## src/rtl/pipe_ctrl_pkg.sv

```systemverilog
// rtl/pipe_ctrl_pkg.sv - shared types and constants for the pipeline hazard controller
package pipe_ctrl_pkg;

    typedef enum logic [1:0] {
        ST_RUN      = 2'd0,
        ST_MEM_WAIT = 2'd1,
        ST_DRAIN    = 2'd2
    } hz_state_e;

    typedef struct packed {
        logic pc_stall;
        logic ifid_stall;
        logic ifid_flush;
        logic idex_stall;
        logic idex_flush;
        logic exmem_stall;
    } pipe_ctl_t;

    // addi x0, x0, 0 - what a flushed IF/ID slot holds
    localparam logic [31:0] NOP_INSTR = 32'h00000013;

endpackage

```

## src/rtl/sat_counter.sv

```systemverilog
// rtl/sat_counter.sv - saturating up-counter with synchronous clear
module sat_counter #(
    parameter int WIDTH = 16
) (
    input  logic             clk,
    input  logic             clear,
    input  logic             inc,
    output logic [WIDTH-1:0] count
);

    // Count up on inc, stick at all-ones instead of wrapping; clear wins.
    always_ff @(posedge clk) begin
        if (clear) begin
            count <= '0;
        end else if (inc && (count != '1)) begin
            count <= count + WIDTH'(1);
        end
    end

endmodule

```

## src/rtl/pipe_hazard_ctrl.sv

```systemverilog
// rtl/pipe_hazard_ctrl.sv - stall/flush sequencer for the 5-stage RV32I pipeline
module pipe_hazard_ctrl
    import pipe_ctrl_pkg::*;
#(
    parameter int REGFILE_ADDR_WIDTH = 5,
    parameter int CNT_WIDTH          = 16,
    parameter int MEM_TIMEOUT        = 255,
    parameter int REDIRECT_BUBBLES   = 2
) (
    input  logic                          clk,
    input  logic                          rst,
    input  logic [REGFILE_ADDR_WIDTH-1:0] ID_Rs1_addr,
    input  logic [REGFILE_ADDR_WIDTH-1:0] ID_Rs2_addr,
    input  logic                          ID_Rs1_used,
    input  logic                          ID_Rs2_used,
    input  logic [REGFILE_ADDR_WIDTH-1:0] EX_Rd_addr,
    input  logic                          EX_MemRead,
    input  logic                          EX_Redirect,
    input  logic                          MEM_dmem_req,
    input  logic                          MEM_dmem_ack,
    output logic                          PC_stall,
    output logic                          IFID_stall,
    output logic                          IFID_flush,
    output logic                          IDEX_stall,
    output logic                          IDEX_flush,
    output logic                          EXMEM_stall,
    output logic                          mem_timeout_err,
    output logic [CNT_WIDTH-1:0]          stall_cycles,
    output logic [CNT_WIDTH-1:0]          flush_events
);

    localparam int WAIT_W = $clog2(MEM_TIMEOUT + 1);
    localparam hz_state_e AFTER_REDIRECT = (REDIRECT_BUBBLES == 2) ? ST_DRAIN : ST_RUN;

    hz_state_e          state, state_nxt;
    pipe_ctl_t          ctl;
    logic [WAIT_W-1:0]  wait_cnt;
    logic               redirect_pending;
    logic               redirect_eff;
    logic               redirect_accept;
    logic               mw;
    logic               lu;
    logic               rs1_hit;
    logic               rs2_hit;

    assign mw      = MEM_dmem_req & ~MEM_dmem_ack;
    assign rs1_hit = ID_Rs1_used & (EX_Rd_addr == ID_Rs1_addr);
    assign rs2_hit = ID_Rs2_used & (EX_Rd_addr == ID_Rs2_addr);
    assign lu      = EX_MemRead & (EX_Rd_addr != '0) & (rs1_hit | rs2_hit);

    // A redirect seen during a memory wait is remembered so it is acted on once the wait ends.
    assign redirect_eff = EX_Redirect | redirect_pending;

    // Priority decode: memory wait, then redirect, then drain bubble, then load-use.
    always_comb begin
        ctl             = '0;
        state_nxt       = state;
        redirect_accept = 1'b0;
        if (rst) begin
            state_nxt = ST_RUN;
        end else if (mw) begin
            ctl.pc_stall    = 1'b1;
            ctl.ifid_stall  = 1'b1;
            ctl.idex_stall  = 1'b1;
            ctl.exmem_stall = 1'b1;
            state_nxt       = ST_MEM_WAIT;
        end else if (redirect_eff) begin
            ctl.ifid_flush  = 1'b1;
            ctl.idex_flush  = 1'b1;
            redirect_accept = 1'b1;
            state_nxt       = AFTER_REDIRECT;
        end else if (state == ST_DRAIN) begin
            ctl.ifid_flush = 1'b1;
            state_nxt      = ST_RUN;
        end else begin
            if (lu) begin
                ctl.pc_stall   = 1'b1;
                ctl.ifid_stall = 1'b1;
                ctl.idex_flush = 1'b1;
            end
            state_nxt = ST_RUN;
        end
    end

    assign PC_stall    = ctl.pc_stall;
    assign IFID_stall  = ctl.ifid_stall;
    assign IFID_flush  = ctl.ifid_flush;
    assign IDEX_stall  = ctl.idex_stall;
    assign IDEX_flush  = ctl.idex_flush;
    assign EXMEM_stall = ctl.exmem_stall;

    // State register.
    always_ff @(posedge clk) begin
        if (rst) begin
            state <= ST_RUN;
        end else begin
            state <= state_nxt;
        end
    end

    // Hold a redirect that arrived while memory was stalling the pipe.
    always_ff @(posedge clk) begin
        if (rst) begin
            redirect_pending <= 1'b0;
        end else if (mw && redirect_eff) begin
            redirect_pending <= 1'b1;
        end else if (redirect_accept) begin
            redirect_pending <= 1'b0;
        end
    end

    // Consecutive wait-cycle counter; parks at MEM_TIMEOUT, cleared when the wait ends.
    always_ff @(posedge clk) begin
        if (rst || !mw) begin
            wait_cnt <= '0;
        end else if (wait_cnt != WAIT_W'(MEM_TIMEOUT)) begin
            wait_cnt <= wait_cnt + WAIT_W'(1);
        end
    end

    // Sticky timeout flag, raised on the MEM_TIMEOUT-th consecutive wait cycle.
    always_ff @(posedge clk) begin
        if (rst) begin
            mem_timeout_err <= 1'b0;
        end else if (mw && (wait_cnt == WAIT_W'(MEM_TIMEOUT - 1))) begin
            mem_timeout_err <= 1'b1;
        end
    end

    sat_counter #(.WIDTH(CNT_WIDTH)) u_stall_cnt (
        .clk   (clk),
        .clear (rst),
        .inc   (ctl.pc_stall),
        .count (stall_cycles)
    );

    sat_counter #(.WIDTH(CNT_WIDTH)) u_flush_cnt (
        .clk   (clk),
        .clear (rst),
        .inc   (redirect_accept),
        .count (flush_events)
    );

endmodule

```

## config.mk

```make
export PLATFORM = sky130hd
export DESIGN_NAME = pipe_hazard_ctrl
export DESIGN_NICKNAME = d
export VERILOG_FILES = /design/src/rtl/pipe_ctrl_pkg.sv /design/src/rtl/sat_counter.sv /design/src/rtl/pipe_hazard_ctrl.sv
export SDC_FILE = /design/constraint.sdc
export NUM_CORES = 1
export LEC_CHECK = 0
export BUFFER_PORTS_ARGS = -buffer_cell sky130_fd_sc_hd__buf_2
export CAP_MARGIN = 20
export CORE_MARGIN = 1.5
export CORE_UTILIZATION = 57
export CTS_BUF_LIST = sky130_fd_sc_hd__clkbuf_16
export CTS_CLUSTER_DIAMETER = 200
export DETAILED_ROUTE_END_ITERATION = 8
export GPL_TIMING_DRIVEN = 1
export PLACE_DENSITY = 0.87
export SLEW_MARGIN = 20
export SYNTH_ARGS = -nofsm -noshare
export SYNTH_HDL_FRONTEND = slang
export SYNTH_HIERARCHICAL = 1
export SYNTH_SLANG_ARGS = --single-unit
```

## constraint.sdc

```tcl
create_clock -name clk -period 4.5 [get_ports clk]
set_input_delay 0.9 -clock clk [delete_from_list [all_inputs] [get_ports clk]]
set_output_delay 0.9 -clock clk [all_outputs]
set_load 0.01 [all_outputs]
```

## Word-level counts from Yosys, hierarchy flattened

Cells that the tools add are included.

| storage, ports and cells | value |
|---|---|
| register bits after elaboration | 44 |
| bits in latches | 0 |
| bits in writable memories | 0 |
| ROM bits | 0 |
| bits of input ports | 23 |
| output and inout port bits | 39 |
| logic and storage cells | 54 |
| memories | 0 |

| cells by class | value |
|---|---|
| add/subtract/negate cells | 3 |
| multiply operators | 0 |
| divide/modulo/power cells | 0 |
| magnitude comparators | 0 |
| equal/unequal tests | 7 |
| shift operators | 0 |
| multiplexer cells | 20 |
| bitwise gates (word level) | 8 |
| reduce and logical (&&, ||, !) cells | 9 |

Operators with widths:

| kind | count |
|---|---|
| 16-bit by 1-bit adder with 16-bit output (second input constant) | 2 |
| 16-bit inequality test (second input constant) | 2 |
| 1-bit two-way mux | 14 |
| 5-bit equality test | 2 |
| 2-bit two-way mux | 5 |
| 8-bit by 1-bit adder with 8-bit output (second input constant) | 1 |
| 8-bit equality test (second input constant) | 1 |
| 8-bit inequality test (second input constant) | 1 |
| 6-bit two-way mux | 1 |
| 1-bit bitwise AND | 5 |
| 5-bit nonzero test | 1 |
| 1-bit logical AND | 4 |
| 2-bit equality test (second input constant) | 1 |
| 1-bit bitwise OR | 2 |
| 2-bit nonzero test | 1 |
| 2-bit OR reduction | 1 |
| 1-bit zero test | 1 |
| 1-bit logical OR | 1 |
| 1-bit NOT | 1 |

## Depth between registers and ports, before layout

| logic depth | value |
|---|---|
| word-level depth | 10 |
| gate-level depth with buffers | 8 |
| mapped depth without buffers | 8 |

## By module

The synthesis kept the hierarchy.

Modules (own cells, without submodules):

| module | instances | cells an instance | area each (sq um) | sequential area each (sq um) |
|---|---|---|---|---|
| sat_counter | 2 | 99 | 848.3 | 320.3 |
| pipe_hazard_ctrl | 1 | 79 | 673.1 | 240.2 |

## Worst setup path before layout

No wires, ideal clock.

| path | value |
|---|---|
| path kind | in2out |
| from | input port EX_Rd_addr[3] |
| to | output port PC_stall |
| arrival | 2.472 ns |
| required time | 3.600 ns |
| setup slack | 1.128 ns |
| stages on the path | 5 |
| buffers on the path | 1 |
| cells stage by stage | xor2_1 nor4_2 a32oi_1 o31ai_1 buf_4 |

| on the way | value |
|---|---|
| longest elaborated chain between the ends | 9 |
| elaborated cells between the ends (all ways) | 13 |
| those cells by class | 2 x eq/ne; 5 x mux; 5 x bitwise; 1 x reduce/logical |

RTL lines:

| item | RTL line | source |
|---|---|---|
| start, declared | pipe_hazard_ctrl.sv:16 | `input logic [REGFILE_ADDR_WIDTH-1:0] EX_Rd_addr,` |
| 5-bit equality test (on tied branches) | pipe_hazard_ctrl.sv:47, pipe_hazard_ctrl.sv:48 |  |
| 1-bit bitwise AND (on tied branches) | pipe_hazard_ctrl.sv:47, pipe_hazard_ctrl.sv:48 |  |
| 1-bit bitwise OR | pipe_hazard_ctrl.sv:49 | `assign lu = EX_MemRead & (EX_Rd_addr != '0) & (rs1_hit \| rs2_hit);` |
| 1-bit bitwise AND (*) | pipe_hazard_ctrl.sv:49 |  |
| 2-bit two-way mux (*) | pipe_hazard_ctrl.sv:76 | `if (lu) begin` |
| 2-bit two-way mux (*) | pipe_hazard_ctrl.sv:72 | `end else if (state == ST_DRAIN) begin` |
| 2-bit two-way mux (*) | pipe_hazard_ctrl.sv:67 | `end else if (redirect_eff) begin` |
| 2-bit two-way mux (*) | pipe_hazard_ctrl.sv:61 | `end else if (mw) begin` |
| 6-bit two-way mux (*) | pipe_hazard_ctrl.sv:59 | `if (rst) begin` |
| end, declared | pipe_hazard_ctrl.sv:21 | `output logic PC_stall,` |

Mark *: on every way between the ends. The rest lies on a longest branch, timed or not.

## Final worst setup path

Ends and elaborated chain as after synthesis.

==> flow_summary_export.csv <==
group,metric,value,unit
status,run_status,"finished, final reports clean",
logic_synthesis,synthesis.area,2370,um2
worst_setup_path,critical_path.most_common_cell,"buf_2",
pwr,max-vdd-ir-drop,0.1700,mV
place,routabilityCongestion,0.8130,
worst_setup_path,path_buf_inv,3,
sta,total_count_of_max_transition_violations_in_the_final_report,0,
floorplan,die_area,4554,um2
logic_synthesis,synthesis.instances,277,
finish,syn2layout_area_growth,19.54,%
floorplan,initial_core_util,0.5924,
global_route,pin_count_of_the_biggest_net_entering_global_routing,39,
logic_synthesis,async_flop_share,0,
global_route,grt_pass1_wl,8735,um
global_route,groute.usage.overall,0.2492,
hold_path,timing.hold.worst_path_depth,2,
clock_tree,postCtsResizedCells,0,
detailed_routing,drt_iter0_markers,225,
logic_synthesis,flip_flop_cell_with_the_highest_count_after_synthesis,"dfxtp_1",
clock_tree,post-cts-setup-buffers,0,
worst_setup_path,data_required_time_of_the_worst_path,3.60,ns
logic_synthesis,synthesis.area_per_instance,8.555,um2
detailed_routing,drt_drc_violations_left,0,
finish,filler_cell_count,329,
logic_synthesis,synth_cell_types,43,
floorplan,coreArea,4000,um2
detailed_routing,wl_per_cell,13.44,um
logic_synthesis,ys_seq_elements,44,
flow_run,drv_cap,0,
finish,nNetsFinal,362,
clock_tree,cts-htree-levels,2,
sta,timing.final.hold_violations,0,
logic_synthesis,synth_fp_nets,304,
finish,post_route_cells_drive_above_1_share,0.2321,
worst_setup_path,path_depth,7,
clock_tree,clock_insertion_delay_worst_skew,0.28,ns
sta,timing.setup.tns,0,ns
clock_tree,cts.path.max_buffers,2,
detailed_routing,finalWirelength,5188,um
logic_synthesis,post-synth-top-count-cell,"dfxtp_1",
logic_synthesis,synth_top_area_cell,"dfxtp_1",
worst_setup_path,setup.worst_path.class,"primary input to output pin",
logic_synthesis,number_of_enable_flip_flop_cells_after_synthesis,0,
worst_setup_path,setup.worst_path.end_class,"output pin",
floorplan,ios,62,
sta,worst-slew-pin-transition,0.7754,ns
worst_setup_path,worst-r2r-cell-count,8,
finish,insertedDiodeCount,0,
sta,max_clk_rate,0.3137,GHz
clock_tree,number_of_buffers_created_by_cts,5,
logic_synthesis,seq_total_area_yosys,0.3717,
worst_setup_path,worst_ep_arrival_time,2.29,ns
sta,rsz0062_at_grt,"false",
pwr,static-leakage-power,1.134,nW
worst_setup_path,crit_fanout,9,
place,place.port_buffers,61,
worst_setup_path,cp-start-kind,"primary input",
floorplan,die_w,67.48,um
worst_setup_path,critical_path.top_delay_family,"buffers and inverters",
logic_synthesis,synth_warn,6,
sta,slew-limit-headroom,0.4792,
clock_tree,clkSlewWorstSetupHoldPaths,0.06,ns
clock_tree,cts_hold_buffers,0,
hold_path,worstHoldPathType,"register to register",
global_route,number_of_antenna_violations_at_the_first_check_in_global_routing,0,
clock_tree,cts-root-buf,"clkbuf_16",
detailed_routing,drtAntennaViolNets,0,
detailed_routing,routed-via-count,2260,
worst_setup_path,crit_slowest_cell,"o31ai_1",
sta,layout_min_cycle_time,3.188,ns
floorplan,fp.dieH,67.48,um
pwr,power_per_cell_area,278.4,nW/um2
place,dp_hpwl,3717,um
worst_setup_path,cp_cell_sequence,"buf_2 > xor2_1 > nor4_2 > a32oi_1 > o31ai_1 > buf_4 > buf_2",
detailed_routing,routed_via_density,5.855,
global_route,overflow,0,
sta,finalCritPeriodShare,0.7084,
global_route,first_global_vias,1983,
floorplan,number_of_placement_rows,23,
logic_synthesis,synth.top_cell.area_share,0.3717,
detailed_routing,dr.pass1.iters,4,
clock_tree,clock-sinks,44,
worst_setup_path,critical-path-max-stage-delay,0.29,ns
pwr,totalPowerFinal,0.7887,mW
logic_synthesis,netlist_top_cells_area,"dfxtp_1, a21oi_1, or4_1",
logic_synthesis,yosys-top-cells-count,"dfxtp_1, a21oi_1, nor2_1, nand3_1",
sta,setup_viol_count_final,0,
clock_tree,cts_tree,"done",
sta,clock-skew-final,0.004379,ns
[path summary, 6_finish.rpt]
kind | start | to | slack [ns]
worst min register to register | mem_timeout_err$_SDFFE_PP0P_ | mem_timeout_err$_SDFFE_PP0P_ | 0.47
worst max register to register | state[1]$_SDFF_PP0_ | u_stall_cnt/count[11]$_SDFFE_PP0P_ | 2.26
worst max-delay path | EX_Rd_addr[3] | PC_stall | 1.31
worst min-delay path | mem_timeout_err$_SDFFE_PP0P_ | mem_timeout_err$_SDFFE_PP0P_ | 0.47
[through the flow]
stage | cell area, um2 | setup WS, ns | std cells | utilization | hold WS, ns
after global placement | 2693 | 1.347 | 378 | 0.6731 | 0.4580
after detailed placement | 2693 | 1.304 | 378 | 0.6731 | 0.4611
after CTS | 2833 | 1.313 | 386 | 0.7082 | 0.4714
final | 2833 | 1.312 | 386 | 0.7082 | 0.4714
after global routing | 2833 | 1.187 | 386 | 0.7082 | 0.5029
after floorplan | 2370 | 1.128 | 277 | - | 0.4486
[layout by cell type, fill, tap and decap left out, drive strengths merged, types with 13 or more instances in the layout]
cell,Yosys,routed
o31ai,13,13
dfxtp,44,44
nor2,19,19
nand3,16,16
nand2,17,17
buf,7,62
or4,15,15
a21oi,24,24
[cells by family (layout without fill, tap and decap cells)]
| group | after synthesis | in the layout | synth area share |
|---|---|---|---|
| adders and majority gates | 4 | 4 | 0.02112 |
| AOI/OAI and AO/OA | 60 | 60 | 0.1536 |
| DFF | 44 | 44 | 0.3717 |
| muxes | 4 | 4 | 0.01795 |
| xor gates and xnor gates | 19 | 19 | 0.07022 |
| and+or+nand+nor | 125 | 125 | 0.3274 |
| buffers and inverters | 21 | 80 | 0.03801 |
[worst min-delay path, cell delays in order (launching register included)]
cell     delay, ns
dfxtp_1       0.31
inv_1         0.05
o22ai_1       0.07
[report_power, final]
group	internal, mW	switching [mW]	leakage [nW]
clock network	0.201	0.144	0.0687
logic	0.0206	0.0274	0.711
registers	0.393	0.00289	0.355
[cell type report]
cell class / count / area [um2] / share of cell area
Clock buffer: 5 / 125.1 / 0.04417
Inverter: 10 / 37.54 / 0.01325
Tap cell: 50 / 62.56 / 0.02208
Timing Repair Buffer: 62 / 312.8 / 0.1104
Sequential cell: 44 / 880.8 / 0.3110
Clock inverter: 3 / 15.01 / 0.005300
Multi-Input combinational cell: 212 / 1399 / 0.4938
[sequential cells by signal, summed over array words and instances (netlist names)]
| signal | flops |
|---|---|
| mem_timeout_err | 1 |
| redirect_pending | 1 |
| u_flush_cnt/count | 16 |
| state | 2 |
| wait_cnt | 8 |
| u_stall_cnt/count | 16 |
[layer usage]
metal	up-vias	global-route usage	wire, um	part of all wire
met5	-	0	0	0
met3	7	0.05167	261	0.050
met1	1048	0.3153	2281	0.44
met2	50	0.4154	2580	0.50
met4	0	0.09439	64	0.012
li1	1155	-	-	-
No activity file was read; power rests on OpenSTA's default activity.
